--- src/rtl/store_pkg.sv ---
// -----------------------------------------------------------------------------
// store_pkg
// Shared definitions for the store unit of the multicycle CPU:
//   - size encodings presented by the control unit on 'size'
//   - fault codes reported on 'fault_code'
//   - FSM state enum
//   - helper that sizes the WRITE wait counter from the TIMEOUT parameter
// -----------------------------------------------------------------------------
package store_pkg;

  // Store size encodings
  localparam logic [1:0] SZ_BYTE = 2'b00;
  localparam logic [1:0] SZ_HALF = 2'b01;
  localparam logic [1:0] SZ_WORD = 2'b10;
  localparam logic [1:0] SZ_BAD  = 2'b11;

  // Fault codes
  localparam logic [1:0] FLT_NONE     = 2'b00;
  localparam logic [1:0] FLT_MISALIGN = 2'b01;
  localparam logic [1:0] FLT_SIZE     = 2'b10;
  localparam logic [1:0] FLT_TIMEOUT  = 2'b11;

  // Store FSM states
  typedef enum logic {
    ST_IDLE  = 1'b0,
    ST_WRITE = 1'b1
  } state_e;

  // Width of a counter that must be able to hold the value 'timeout'.
  // A disabled timeout (0) still gets a 1-bit counter so no zero-width
  // vectors appear.
  function automatic int unsigned cnt_width(input int unsigned timeout);
    return (timeout == 0) ? 1 : $clog2(timeout + 1);
  endfunction

endpackage : store_pkg

--- src/rtl/store_lane_align.sv ---
// -----------------------------------------------------------------------------
// store_lane_align
// Purely combinational lane steering for a store request. Replicates the
// right-justified store data across the byte lanes that the access size can
// land on, produces the little-endian byte enables, and classifies the
// request as illegal (size 11) or misaligned.
//
// Ports:
//   addr_lo       in   2   low two bits of the byte address
//   size          in   2   00 byte, 01 halfword, 10 word, 11 illegal
//   wdata         in  32   store data, value in the low bits
//   lane_data     out 32   lane-replicated store data
//   lane_be       out  4   byte enables, bit i = byte lane i
//   misalign      out  1   halfword on odd address, or word not on 4-byte boundary
//   illegal_size  out  1   size encoding 11
// -----------------------------------------------------------------------------
module store_lane_align
  import store_pkg::*;
(
  input  logic [1:0]  addr_lo,
  input  logic [1:0]  size,
  input  logic [31:0] wdata,
  output logic [31:0] lane_data,
  output logic [3:0]  lane_be,
  output logic        misalign,
  output logic        illegal_size
);

  // An illegal size never raises misalign, which gives the size check
  // priority without a separate priority mux downstream.
  always_comb begin
    // NOTE: every output gets a default before the case so no path leaves
    // a variable unassigned; otherwise synthesis infers a latch.
    lane_data    = wdata;
    lane_be      = 4'b0000;
    misalign     = 1'b0;
    illegal_size = 1'b0;

    case (size)
      SZ_BYTE: begin
        lane_data = {4{wdata[7:0]}};
        lane_be   = 4'b0001 << addr_lo;
      end
      SZ_HALF: begin
        lane_data = {2{wdata[15:0]}};
        lane_be   = addr_lo[1] ? 4'b1100 : 4'b0011;
        misalign  = addr_lo[0];
      end
      SZ_WORD: begin
        lane_data = wdata;
        lane_be   = 4'b1111;
        misalign  = (addr_lo != 2'b00);
      end
      default: begin
        illegal_size = 1'b1;
      end
    endcase
  end

endmodule : store_lane_align

--- src/rtl/store_unit.sv ---
// -----------------------------------------------------------------------------
// store_unit
// Write-side counterpart of the memory data register. Accepts a byte,
// halfword or word store from the control unit, turns it into a single
// aligned, byte-enabled word write, and holds that write on the memory port
// until memory acknowledges it. Completion is reported with a one-cycle
// 'done' pulse; a rejected request or a memory timeout with a one-cycle
// 'fault' pulse plus a sticky 'fault_code'.
//
// Parameters:
//   ADDR_W   address width (data path fixed at 32 bits / 4 byte lanes)
//   TIMEOUT  max WRITE cycles waiting for mem_ready; 0 disables the timeout
//
// Ports:
//   clk         in   1       system clock, rising edge
//   reset       in   1       asynchronous, active-high; clears all state
//   start       in   1       store request, sampled only in IDLE
//   addr        in   ADDR_W  byte address of the store
//   wdata       in   32      store data, right-justified
//   size        in   2       00 byte, 01 half, 10 word, 11 illegal
//   mem_addr    out  ADDR_W  word-aligned write address
//   mem_wdata   out  32      lane-replicated write data
//   mem_be      out  4       byte enables, bit i = lane i
//   mem_we      out  1       write request, held until acknowledged
//   mem_ready   in   1       memory acknowledge
//   busy        out  1       high while in WRITE
//   done        out  1       one-cycle pulse after a successful write
//   fault       out  1       one-cycle pulse on a rejected or timed-out store
//   fault_code  out  2       00 none, 01 misaligned, 10 size, 11 timeout
// -----------------------------------------------------------------------------
module store_unit
  import store_pkg::*;
#(
  parameter int unsigned ADDR_W  = 32,
  parameter int unsigned TIMEOUT = 16
) (
  input  logic              clk,
  input  logic              reset,
  input  logic              start,
  input  logic [ADDR_W-1:0] addr,
  input  logic [31:0]       wdata,
  input  logic [1:0]        size,
  output logic [ADDR_W-1:0] mem_addr,
  output logic [31:0]       mem_wdata,
  output logic [3:0]        mem_be,
  output logic              mem_we,
  input  logic              mem_ready,
  output logic              busy,
  output logic              done,
  output logic              fault,
  output logic [1:0]        fault_code
);

  localparam int unsigned CNT_W = cnt_width(TIMEOUT);

  // Counter value seen during the last allowed WRITE cycle. When the
  // counter holds this value and memory is still not ready, that edge is
  // the one that ends the store, so mem_we was high for exactly TIMEOUT
  // cycles.
  localparam logic [CNT_W-1:0] TO_LAST = CNT_W'((TIMEOUT == 0) ? 0 : TIMEOUT - 1);

  state_e            state_q, state_d;
  logic [CNT_W-1:0]  wait_cnt_q, wait_cnt_d;
  logic              done_d;
  logic              fault_d;
  logic [1:0]        code_d;
  logic              load;

  logic [31:0]       lane_data;
  logic [3:0]        lane_be;
  logic              misalign;
  logic              illegal_size;

  // ---------------------------------------------------------------------------
  // Lane steering and request classification
  // ---------------------------------------------------------------------------
  store_lane_align u_align (
    .addr_lo      (addr[1:0]),
    .size         (size),
    .wdata        (wdata),
    .lane_data    (lane_data),
    .lane_be      (lane_be),
    .misalign     (misalign),
    .illegal_size (illegal_size)
  );

  // ---------------------------------------------------------------------------
  // Next-state / next-output logic
  // ---------------------------------------------------------------------------
  always_comb begin
    state_d    = state_q;
    wait_cnt_d = wait_cnt_q;
    done_d     = 1'b0;
    fault_d    = 1'b0;
    code_d     = fault_code;
    load       = 1'b0;

    case (state_q)
      ST_IDLE: begin
        if (start) begin
          if (illegal_size || misalign) begin
            // Rejected: stay idle, report next cycle, memory port untouched.
            fault_d = 1'b1;
            code_d  = illegal_size ? FLT_SIZE : FLT_MISALIGN;
          end else begin
            load       = 1'b1;
            code_d     = FLT_NONE;
            wait_cnt_d = '0;
            state_d    = ST_WRITE;
          end
        end
      end

      ST_WRITE: begin
        // An acknowledge always wins, including in the final allowed cycle.
        if (mem_ready) begin
          done_d  = 1'b1;
          state_d = ST_IDLE;
        end else begin
          wait_cnt_d = wait_cnt_q + 1'b1;
          if ((TIMEOUT != 0) && (wait_cnt_q == TO_LAST)) begin
            fault_d = 1'b1;
            code_d  = FLT_TIMEOUT;
            state_d = ST_IDLE;
          end
        end
      end

      default: begin
        state_d = ST_IDLE;
      end
    endcase
  end

  // ---------------------------------------------------------------------------
  // State register
  // ---------------------------------------------------------------------------
  always_ff @(posedge clk or posedge reset) begin
    if (reset) begin
      // NOTE: sequential state uses non-blocking assignments so every flop
      // samples pre-edge values regardless of block evaluation order.
      state_q <= ST_IDLE;
    end else begin
      state_q <= state_d;
    end
  end

  // ---------------------------------------------------------------------------
  // Wait counter and status outputs
  // ---------------------------------------------------------------------------
  always_ff @(posedge clk or posedge reset) begin
    if (reset) begin
      wait_cnt_q <= '0;
      done       <= 1'b0;
      fault      <= 1'b0;
      fault_code <= FLT_NONE;
    end else begin
      wait_cnt_q <= wait_cnt_d;
      done       <= done_d;
      fault      <= fault_d;
      fault_code <= code_d;
    end
  end

  // ---------------------------------------------------------------------------
  // Memory-port datapath registers, loaded only on an accepted start so they
  // stay stable for the whole WRITE phase.
  // ---------------------------------------------------------------------------
  always_ff @(posedge clk or posedge reset) begin
    if (reset) begin
      // NOTE: these datapath registers are reset on purpose: the memory port
      // must show a defined all-zero address, data and byte-enable pattern
      // out of reset, not whatever the flops powered up with.
      mem_addr  <= '0;
      mem_wdata <= '0;
      mem_be    <= '0;
    end else if (load) begin
      mem_addr  <= {addr[ADDR_W-1:2], 2'b00};
      mem_wdata <= lane_data;
      mem_be    <= lane_be;
    end
  end

  // Both are straight decodes of the state flop; the async reset of that
  // flop drops mem_we the moment reset rises.
  assign mem_we = (state_q == ST_WRITE);
  assign busy   = (state_q == ST_WRITE);

endmodule : store_unit

--- config.mk ---
export PLATFORM = sky130hd
export DESIGN_NAME = store_unit
export DESIGN_NICKNAME = d
export VERILOG_FILES = /design/src/rtl/store_pkg.sv /design/src/rtl/store_lane_align.sv /design/src/rtl/store_unit.sv
export SDC_FILE = /design/constraint.sdc
export NUM_CORES = 1
export LEC_CHECK = 0
export BUFFER_PORTS_ARGS = -buffer_cell sky130_fd_sc_hd__buf_2
export CORE_MARGIN = 4
export CORE_UTILIZATION = 52
export DETAILED_ROUTE_END_ITERATION = 10
export GPL_ROUTABILITY_DRIVEN = 0
export PLACE_DENSITY_LB_ADDON = 0.08
export SETUP_SLACK_MARGIN = 0.1
export SKIP_LAST_GASP = 1
export SYNTH_ARGS = -nofsm -noshare
export SYNTH_HDL_FRONTEND = slang
export SYNTH_SLANG_ARGS = --single-unit
--- constraint.sdc ---
create_clock -name clk -period 4.2 [get_ports clk]
set_input_delay 0.21 -clock clk [delete_from_list [all_inputs] [get_ports clk]]
set_output_delay 0.21 -clock clk [all_outputs]
set_load 0.005 [all_outputs]
### After elaboration in Yosys (flattened, before gate mapping)

Cells that the tools add are included.

| storage, ports and cells | value |
|---|---|
| register bits after elaboration | 76 |
| input port bits | 70 |
| word-level logic and storage cells | 52 |

| cells by class | value |
|---|---|
| $add $sub $neg | 1 |
| equality and inequality tests | 7 |
| shift operators | 1 |
| muxes and demuxes | 28 |
| bitwise gates (word level) | 1 |
| reduce and logical (&&, ||, !) cells | 6 |

Operators by type and width:

| cell | number |
|---|---|
| case mux 32 bit (2 select lines) | 1 |
| two-way mux 5 bit | 3 |
| two-way mux 1 bit | 12 |
| case mux 4 bit (3 select lines) | 1 |
| two-way mux 2 bit | 5 |
| case mux 5 bit (2 select lines) | 1 |
| inequality test 2 bit, second input constant | 3 |
| case mux 1 bit (2 select lines) | 3 |
| AND reduction 3 bit | 2 |
| adder 5 x 1 -> 5 bit, second input constant | 1 |
| == test 5 x 4 -> 1 bit, second input constant | 1 |
| two-way mux 4 bit | 1 |
| case mux 2 bit (2 select lines) | 1 |
| left shift 1 x 2 -> 4 bit, first input constant | 1 |
| OR reduction 3 bit | 1 |
| == test 2 x 1 -> 1 bit, second input constant | 1 |
| == test 2 bit, second input constant | 1 |
| zero test 2 bit | 1 |
| inequality test 2 x 1 -> 1 bit, second input constant | 1 |
| nonzero test 2 bit | 1 |
| logical OR 1 bit | 1 |
| inverter 1 bit | 1 |

### Depth between registers and ports, before layout

| depth | value |
|---|---|
| depth after elaboration | 7 |
| gate-level depth with buffers | 7 |
| gate-level depth less buffers | 6 |

### Hierarchy

A second synthesis with hierarchy kept.

| unflattened totals | value |
|---|---|
| cell total of the unflattened synthesis | 432 |
| area total of the unflattened synthesis | 3664.8 um^2 |

Modules (own cells, without submodules):

| module | instances | cells each | area an instance (um^2) | sequential area each (um^2) |
|---|---|---|---|---|
| store_unit | 1 | 330 | 3052.9 | 1901.8 |
| store_lane_align | 1 | 102 | 611.8 | 0.0 |

### Least setup slack after synthesis

OpenSTA, ideal clock, no wires.

| timing path | value |
|---|---|
| path kind | flip-flop to flip-flop |
| start | reg state_q, in the netlist busy |
| end | reg mem_addr[10] |
| data arrival time | 1.942 ns |
| data required time | 4.075 ns |
| path slack | 2.133 ns |
| stages on the path, launching flop included | 7 |
| path buffers | 3 |
| clock period less this slack | 2.067 ns |
| path through | dfrtp_1 buf_6 or3b_1 buf_6 nor3_4 buf_6 mux2_2 |

| on the way | value |
|---|---|
| word-level cells in the longest chain between the ends | 1 |

RTL lines:

| item | RTL line | source |
|---|---|---|
| from (decl) | store_unit.sv:62 | `state_e state_q, state_d;` |
| from (signal assigned) | store_unit.sv:144 | `state_q <= state_d;` |
| two-way mux 1 bit | store_unit.sv:98 | `case (state_q)` |
| to (signal assigned) | store_unit.sv:178 | `mem_addr <= {addr[ADDR_W-1:2], 2'b00};` |
| to (decl) | store_unit.sv:43 | `output logic [ADDR_W-1:0] mem_addr,` |

No other way between the ends.
A chain may end at the register's enable or synchronous reset.

### Worst setup path after layout

| timing path | value |
|---|---|
| start | reg state_q, in the netlist busy |
| end | reg mem_be[2] |

| on the way | value |
|---|---|
| word-level cells in the longest chain between the ends | 1 |

RTL lines:

| item | RTL line | source |
|---|---|---|
| two-way mux 1 bit | store_unit.sv:98 |  |
| to (signal assigned) | store_unit.sv:180 | `mem_be <= lane_be;` |
| to (decl) | store_unit.sv:45 | `output logic [3:0] mem_be,` |

No other way between the ends.

==> qor.csv <==
metric;value;unit
Worst Setup Start Kind;register;
clock skew;0.0120;ns
drt wl/cell;16.1;um
Setup Viol. Count Final;0;
CP arrival;2.45;ns
Die W;89.6;um
Root Driver;clkbuf_8;
period utilisation layout;53.0;%
Syn Inst Count;262;
synth warn;0;
DP Wirelength;5.83;mm
P_sw;641;uW
Worst R2R Setup Slack;1.97;ns
P&R area growth vs syn;26.4;%
first-pass GRT wire length;11.9;mm
Final ANT Viol Nets;0;
relative slew slack;50.6;%
setup repair bufs after CTS;0;
WS Path Type;reg -> reg;
Critical path origin;busy;
Worst-Margin Slew;0.741;ns
sequential-to-total area share from yosys stat;55.0;%
Die Y;89.6;um
vias in the first global route;2439;
Die ar.;8020;um2
routed via count;2523;
Yosys reg bits;76;
nets;478;
fill cell count;510;
crit path time final;2.23;ns
clock tree buffer depth;2;
Leak;2.15;nW
worst reg-to-reg path cell count;4;
Reg power frac;47.2;%
Initial Util;53.9;%
worst r2r src;busy;
antenna violations before repair;0;
Sink Count;76;
maximum level of the CTS H-tree;3;
Logic pwr share;26.9;%
Sw Ratio;28.9;%
drt first pass iters;4;
Reg clk slew, reported paths;0.08;ns
FMAX;0.449;GHz
Num CTS Buffers;9;
row cnt;29;
largest net degree at the start of global routing;60;
fraction of layout cells with a size suffix above 1;56.4;%
CTS tree;built;
WL final;7.77;mm
Fin. Hold Viols;0;
io pins;144;
Finished Cell Area;4370;um2
number of gates resized after cts;0;
placed inst area;4150;um2
Critical Path RT;4.43;ns
status;complete, no violations;
Hold Path Class;in -> reg;
setup TNS;0;ns
GRT overflow;0;
number of max-cap violations;0;
P_int;1.58;mW
Mean Syn Cell Area;13.2;um2
Place WS;1.74;ns
RSZ-0062 raised after global routing;false;
clock share of power;25.9;%
Critical path destination;mem_be[2];
GR Util All Layers;19.7;%
vias per inst;5.22;
clk_lat worst skew;0.35;ns
Max Slew Vio Count;0;
r2r endpoint;mem_be[2];
DRT iter0 DRCs;88;
floorplan core area;6420;um2
crit end category;register;
pwr/cell area;508;nW/um2
critical path fanouts, max;35;
library cells used by synthesis;34;
Mapped Area;3460;um2
# diodes;0;
Peak VDD IR;0.353;mV
PnR worst setup slack;1.97;ns
DRC Markers;0;
# port buffers;141;
power by group through the flow:
| stage | clock network (mW) | registers, mW | logic, mW |
|---|---|---|---|
| floorplan | 0 | 1.07 | 0.305 |
| global placement | 0 | 1.05 | 0.596 |
| detailed placement | 0 | 1.06 | 0.610 |
| CTS | 0.588 | 1.05 | 0.612 |
| global route | 0.626 | 1.07 | 0.666 |
| finish | 0.576 | 1.05 | 0.597 |
layout make-up:
cell class,count,area [um2],share of cell area (%)
Sequential cell,76,1900,43.5
Multi-Input combinational cell,162,1400,31.9
Timing Repair Buffer,146,746,17.1
Clock buffer,10,138,3.15
Tap cell,77,96.3,2.20
Clock inverter,6,71.3,1.63
Inverter,6,23.8,0.544
logic make-up after synthesis:
family                     Yosys count  synth area share (%)
AOI/OAI and AO/OA                   51                  9.73
xor gates and xnor gates             1                 0.253
adders and majority gates            7                  2.53
buffers and inverters               25                  4.81
DFF                                 76                  55.0
muxes                               66                  21.5
other                                1                 0.108
and+or+nand+nor                     35                  6.15
through the flow:
step,utilization (%),hold slack [ns],instances,total power [mW]
floorplan,-,0.344,263,1.38
global placement,64.7,0.167,466,1.65
detailed placement,64.7,0.169,466,1.67
CTS,68.1,0.0714,483,2.25
global route,68.1,0.0764,483,2.37
finish,68.1,0.0813,483,2.22
cell usage in the layout (no fill, tap or decap):
master / synthesis / routed
nand2b_1: 3 / 3
o211a_1: 1 / 1
nor3_4: 1 / 1
o21ai_0: 11 / 11
clkinv_2: 0 / 1
ha_1: 7 / 7
conb_1: 1 / 2
clkbuf_8: 0 / 10
o31ai_1: 9 / 9
bufinv_16: 0 / 1
buf_2: 1 / 141
mux2_2: 64 / 64
and2_1: 7 / 7
or3_1: 2 / 2
inv_1: 6 / 5
nand3_1: 2 / 2
and3_1: 2 / 2
mux2_1: 2 / 2
nand3b_1: 3 / 3
a31oi_1: 2 / 2
nor2_1: 4 / 4
dlygate4sd3_1: 0 / 1
nand2_1: 5 / 5
a21oi_1: 14 / 14
clkinv_4: 0 / 1
buf_4: 3 / 4
or2_2: 1 / 1
a221o_1: 6 / 6
or3b_1: 1 / 1
xor2_1: 1 / 1
nor2b_1: 3 / 3
or3b_2: 1 / 1
o22ai_1: 3 / 3
a22o_1: 4 / 4
dfrtp_1: 76 / 76
a211oi_1: 1 / 1
clkinvlp_4: 0 / 2
inv_6: 0 / 2
cell usage after synthesis:
library cell,number,area share (%)
a211oi_1,1,0.22
o21ai_0,11,1.6
o211a_1,1,0.29
nand2_1,5,0.54
nand3_1,2,0.29
buf_6,8,2.6
mux2_1,2,0.65
buf_2,1,0.14
dfrtp_1,76,55
nor2b_1,3,0.54
a21oi_1,14,2.0
nor3_4,1,0.47
or2_2,1,0.18
nand2b_1,3,0.54
clkbuf_1,5,0.54
o22ai_1,3,0.54
a221o_1,6,1.7
nor2_1,4,0.43
and2_1,7,1.3
a22o_1,4,1.0
or3_1,2,0.36
ha_1,7,2.5
xor2_1,1,0.25
or3b_1,1,0.25
or3b_2,1,0.25
a31oi_1,2,0.36
mux2_2,64,21
buf_4,3,0.65
buf_1,2,0.22
nand3b_1,3,0.65
o31ai_1,9,2.0
and3_1,2,0.36
conb_1,1,0.11
inv_1,6,0.65
layer usage:
layer  routed length, um  track usage [%]
met1                3300             25.9
met2                3620             30.1
met3                 698             6.48
met4                 155             8.66
met5                   0                0
sequential cells by signal, summed over array words and instances, names as in the netlist:
| register | count |
|---|---|
| busy | 1 |
| done | 1 |
| fault | 1 |
| fault_code | 2 |
| mem_addr | 30 |
| mem_be | 4 |
| mem_wdata | 32 |
| wait_cnt_q | 5 |
timing repair:
item | CTS | global route
endpoints found under the setup margin | 0 | 0
hold endpoints to repair | 17 | 0
hold buffers | 1 | 0
worst min path at each step:
stage          cells after the start       from  slack (ns)            to
2_1_floorplan                      1  mem_ready        0.34          done
3_3_place_gp                       2      reset        0.17   mem_addr[7]
3_5_place_dp                       2      reset        0.17   mem_addr[7]
4_1_cts                            2    addr[3]        0.07   mem_addr[3]
5_1_grt                            2   addr[19]        0.08  mem_addr[19]
6_report                           2    addr[3]        0.08   mem_addr[3]
worst max-delay path, stage by stage, from the launching register on:
cell     delay [ns]
dfrtp_1        0.48
or3b_1         0.59
nor3_4         0.19
buf_4          0.42
mux2_2         0.39
Power figures use the tool's default switching activity.
